## src/rtl/bus_arb_pkg.sv

```systemverilog
// rtl/bus_arb_pkg.sv - shared constants and helpers for the system bus round-robin arbiter
package bus_arb_pkg;

  localparam logic [1:0] ARB_IDLE = 2'd0;
  localparam logic [1:0] ARB_OWN  = 2'd1;
  localparam logic [1:0] ARB_TURN = 2'd2;

  localparam int REQ_ICACHE = 0;
  localparam int REQ_DCACHE = 1;
  localparam int REQ_DMA    = 2;
  localparam int REQ_SYSC   = 3;

  localparam int ARB_NREQ    = 4;
  localparam int ARB_IDW     = 2;
  localparam int ARB_TIMEOUT = 255;
  localparam int ARB_TOW     = 8;

  function automatic int unsigned wrap_inc(input int unsigned idx, input int unsigned n);
    return (idx + 1 >= n) ? 0 : idx + 1;
  endfunction

endpackage

```

## src/rtl/bus_arbiter_rr_pick.sv

```systemverilog
// rtl/bus_arbiter_rr_pick.sv - combinational round-robin pick: rotate by ptr, priority-encode, rotate back
module rr_pick
  import bus_arb_pkg::*;
#(
  parameter int NREQ = ARB_NREQ,
  parameter int IDW  = ARB_IDW
) (
  input  logic [NREQ-1:0] req,
  input  logic [IDW-1:0]  ptr,
  output logic            any,
  output logic [IDW-1:0]  winner,
  output logic [NREQ-1:0] onehot
);

  logic [NREQ-1:0] rot;
  logic [IDW-1:0]  idx;

  always_comb begin
    rot = '0;
    for (int i = 0; i < NREQ; i++) begin
      rot[i] = req[(i + int'(ptr)) % NREQ];
    end

    // Lowest set bit of the rotated vector is the first requester at or after ptr.
    idx = '0;
    for (int i = NREQ - 1; i >= 0; i--) begin
      if (rot[i]) idx = IDW'(i);
    end

    any    = |rot;
    winner = IDW'((int'(idx) + int'(ptr)) % NREQ);
    onehot = '0;
    if (any) onehot[winner] = 1'b1;
  end

endmodule

```

## src/rtl/bus_arbiter_rr.sv

```systemverilog
// rtl/bus_arbiter_rr.sv - round-robin system bus arbiter with turnaround cycle and ownership watchdog
module bus_arbiter_rr
  import bus_arb_pkg::*;
#(
  parameter int NREQ    = ARB_NREQ,
  parameter int IDW     = ARB_IDW,
  parameter int TIMEOUT = ARB_TIMEOUT,
  parameter int TOW     = ARB_TOW
) (
  input  logic            clk,
  input  logic            reset,
  input  logic [NREQ-1:0] req,
  input  logic [NREQ-1:0] done,
  output logic [NREQ-1:0] grant,
  output logic            grant_valid,
  output logic [IDW-1:0]  owner_id,
  output logic            bus_busy,
  output logic            timeout_err,
  output logic [IDW-1:0]  timeout_id
);

  logic [1:0]      state;
  logic [IDW-1:0]  ptr;
  logic [TOW-1:0]  count;

  logic            pick_any;
  logic [IDW-1:0]  pick_winner;
  logic [NREQ-1:0] pick_onehot;

  logic            owner_release;
  logic            timeout_hit;

  rr_pick #(
    .NREQ (NREQ),
    .IDW  (IDW)
  ) u_pick (
    .req    (req),
    .ptr    (ptr),
    .any    (pick_any),
    .winner (pick_winner),
    .onehot (pick_onehot)
  );

  // Only the current owner's lines matter; non-owner done/req are ignored.
  assign owner_release = done[owner_id] | ~req[owner_id];
  assign timeout_hit   = (count == TOW'(TIMEOUT));

  always_ff @(posedge clk or negedge reset) begin
    if (!reset) begin
      state       <= ARB_IDLE;
      ptr         <= '0;
      count       <= '0;
      grant       <= '0;
      grant_valid <= 1'b0;
      owner_id    <= '0;
      bus_busy    <= 1'b0;
      timeout_err <= 1'b0;
      timeout_id  <= '0;
    end else begin
      timeout_err <= 1'b0;
      case (state)
        ARB_IDLE: begin
          if (pick_any) begin
            grant       <= pick_onehot;
            grant_valid <= 1'b1;
            owner_id    <= pick_winner;
            ptr         <= IDW'(wrap_inc(32'(pick_winner), NREQ));
            count       <= '0;
            bus_busy    <= 1'b1;
            state       <= ARB_OWN;
          end
        end
        ARB_OWN: begin
          // A release wins over a coincident watchdog expiry.
          if (owner_release) begin
            grant       <= '0;
            grant_valid <= 1'b0;
            state       <= ARB_TURN;
          end else if (timeout_hit) begin
            grant       <= '0;
            grant_valid <= 1'b0;
            timeout_err <= 1'b1;
            timeout_id  <= owner_id;
            state       <= ARB_TURN;
          end else begin
            count <= count + 1'b1;
          end
        end
        ARB_TURN: begin
          bus_busy <= 1'b0;
          state    <= ARB_IDLE;
        end
        default: begin
          grant       <= '0;
          grant_valid <= 1'b0;
          bus_busy    <= 1'b0;
          state       <= ARB_IDLE;
        end
      endcase
    end
  end

endmodule

```

## config.mk

```make
export PLATFORM = sky130hd
export DESIGN_NAME = bus_arbiter_rr
export DESIGN_NICKNAME = d
export VERILOG_FILES = /design/src/rtl/bus_arb_pkg.sv /design/src/rtl/bus_arbiter_rr_pick.sv /design/src/rtl/bus_arbiter_rr.sv
export SDC_FILE = /design/constraint.sdc
export NUM_CORES = 1
export LEC_CHECK = 0
export ABC_CLOCK_PERIOD_IN_PS = 2000
export CAP_MARGIN = 20
export CORE_ASPECT_RATIO = 1.5
export CORE_UTILIZATION = 46
export CTS_BUF_LIST = sky130_fd_sc_hd__clkbuf_8 sky130_fd_sc_hd__clkbuf_16
export CTS_CLUSTER_SIZE = 28
export DETAILED_ROUTE_END_ITERATION = 8
export GPL_TIMING_DRIVEN = 0
export PLACE_DENSITY = 0.74
export SLEW_MARGIN = 10
export SYNTH_ARGS = -nofsm -noshare
export SYNTH_HDL_FRONTEND = slang
export SYNTH_SLANG_ARGS = --single-unit
```

## constraint.sdc

```tcl
create_clock -name clk -period 2 [get_ports clk]
set_input_delay 0.3 -clock clk [delete_from_list [all_inputs] [get_ports clk]]
set_output_delay 0.3 -clock clk [all_outputs]
set_load 0.005 [all_outputs]
```

==> flow_summary.toml <==
[status]
outcome = "finished, violations left"
violations = "design-rule violations"

[route]
drt-pass1-iter-count = 6
vias = 1034
wl_mm = 2.71
drtIter0Drc = 24
ant_nets = 0
drc = 6
wl_per_cell_um = 15.1
vias_per_cell = 5.78

[worst_setup_path]
critPathTopFamily = "adder cells"
crit_fanout = 4
slowest_delay_ns = 0.35
crit_slowest_cell = "dfrtp_1"
critPathBufInv = 1
critPathKind = "reg -> reg"
worstPathArrival_ns = 2.12
start_kind = "flip-flop"
path_cells = "clkbuf_8 -> nand2_2 -> a21oi_2 -> nor2_1 -> a211oi_2 -> a21oi_2 -> ha_2 -> xnor2_2 -> xnor2_2 -> ha_1 -> nand2_1 -> nand2_1"
cp.required_ns = 2.15
endpoint_kind = "flip-flop"

[synthesis]
synth_nets = 137
synth.area.top_cells = "dfrtp_1 (48%), nand2_1 (4.7%), xnor2_1 (4.4%), nand3_1 (3.4%), ha_1 (3.1%)"
yosys_warnings = 0
synth_area_um2 = 1190
synth_commonest_cells = "dfrtp_1 (23), nand2_1 (15), nor2_1 (10)"
async_reset_ff_frac = 1.00
avgSynthCellArea_um2 = 9.62
synth_seq_cells = 23
synthDominantCellAreaShare = 0.483
synth_edf_count = 0
yosysTopAreaCell = "dfrtp_1"
synth_cell_types = 32
synth_most_common_cell = "dfrtp_1"
ys_seq_area_frac = 0.483
synthCells = 124
synth-main-ff-cell = "dfrtp_1"

[clocking]
cts.sinks = 23
cts_buffers = 3
clk_latency_ns = 0.26
clk_pin_slew_worst_paths_ns = 0.08
h-tree-depth = 1
cts_max_path_buffers = 2
cts_tree = "done"
cts.hold.buffers_added = 0
root_buffer = "clkbuf_8"

[timing]
timing.fmax_mhz = 509
period_share = 0.982
worstMarginPinSlew_ns = 0.503
relSlewSlack = 0.664
hold_viol = 0
setup_viol = 0
report.final.slew_viol_count = 0
rsz0062_at_grt = "yes"
skew_ns = 0.00134
period_minus_slack_ns = 1.96

[global_routing]
grt_overflow = 0
first_global_vias = 1074
grt_pass1_wl_mm = 4.57
antenna_found_initial = 0
grt_max_degree = 24
grt_usage = 0.215

[floorplanning]
die_y_um = 64.4
ioPinCount = 21
start_util = 0.487
rows = 22
coreArea_um2 = 2450
die_w_um = 43.6
die-area_um2 = 2800

[finish]
utilization = 0.669
stdcell_area_um2 = 1640
area_delta_synth_final_pct = 37.5
diodes = 0
layout-drive-gt1-share = 0.252
stdcell_count = 179
fillers = 186
finalNetCount = 169

[place]
post_dp_cell_area_um2 = 1430
dp_cells = 168
portBuffers = 20
hpwl_mm = 1.74
gp_congestion = 0.815

[min_path]
min-delay-path-class = "in -> async"

[flow_run]
cap_violations = 0

[pwr]
power.density_nw_per_um2 = 1320
max-vdd-ir-drop_mv = 0.848
total_power_mw = 2.16
leakage_nw = 0.739
worst paths after layout:
check	start	to	slack [ns]	depth (start not counted)
setup / recovery	ptr[1]	ptr[1]	0.04	12
hold / removal	reset	count[6]	0.34	1
setup reg to reg	ptr[1]	ptr[1]	0.04	12
hold reg to reg	grant_valid	grant_valid	0.48	2
max in group asynchronous	reset	owner_id[0]	1.20	2
min in group clk	grant_valid	grant_valid	0.48	2
worst reg2reg max path: cells and delay by family, from the launching register on:
family	cells	cell delay, ns
adder cells (fa/ha/maj)	2	0.46
flip-flops	1	0.35
AO/OA/AOI/OAI	3	0.34
XOR/XNOR	2	0.34
AND/OR/NAND/NOR	4	0.24
buffers and inverters	1	0.14
layer usage:
layer  global-route usage  vias up  part of all wire
met5                    0        -                 0
met1                0.243      511              0.41
li1                     -      501                 -
met3               0.0169        4             0.021
met2                0.399       18              0.56
met4               0.0820        0             0.012
stage by stage:
step	TNS [ns]	setup slack, ns	hold WS (ns)
after floorplan	0	0.0243	0.00441
after global placement	-7.96	-0.707	0.460
after detailed placement	-8.40	-0.728	0.464
after CTS	-0.0540	-0.0285	0.482
after global routing	-0.202	-0.102	0.371
final	0	0.0354	0.338
registers in the layout (all words and copies together), names as in the netlist:
| signal | count |
|---|---|
| timeout_err | 1 |
| state | 2 |
| bus_busy | 1 |
| ptr | 2 |
| timeout_id | 2 |
| grant | 4 |
| grant_valid | 1 |
| owner_id | 2 |
| count | 8 |
layout by cell type (no fill, tap or decap), types with 2 or more instances in the layout:
cell and count:
a21oi_2 4, and3b_1 2, buf_4 6, clkbuf_1 2, clkbuf_2 3, clkbuf_8 4, clkdlybuf4s50_1 12, dfrtp_1 22
dlygate4sd2_1 4, ha_1 2, inv_1 6, mux2_4 3, nand2_1 14, nand2b_1 5, nand3_1 8, nor2_1 9
nor3_1 5, nor3b_1 2, nor4_1 3, o211ai_1 2, o21ai_0 3, o21ai_1 2, o31ai_2 2, xnor2_1 4
xnor2_2 2
kinds of logic after synthesis:
family	Yosys count	synth area share
xor+xnor	6	0.0441
buf+inv	9	0.0294
mux	5	0.0556
fa+ha+maj	3	0.0315
flops	23	0.483
simple gates	57	0.243
compound gates	21	0.113
timing repair:
item | CTS | global route
gates cloned | 0 | 0
endpoints found under the setup margin | 17 | 11
resized for setup | 19 | 22
pin swaps | 7 | 10
buffers inserted | 6 | 1
report_power, final:
| part | switching (mW) | internal (mW) | total [mW] |
|---|---|---|---|
| Combinational | 0.562 | 0.604 | 1.17 |
| Sequential | 0.122 | 0.589 | 0.711 |
| Clock | 0.142 | 0.137 | 0.279 |
| Total | 0.826 | 1.33 | 2.16 |
layout make-up:
class                           instances  area, µm²  area share
Clock buffer                            3       41.3      0.0252
Inverter                                5       18.8      0.0115
Timing Repair Buffer                   28        254       0.155
Multi-Input combinational cell         92        693       0.423
Sequential cell                        23        577       0.352
Clock inverter                          1       3.75     0.00229
Tap cell                               24       30.0      0.0183
Buffer                                  3       21.3      0.0130
Power figures use the tool's default switching activity.
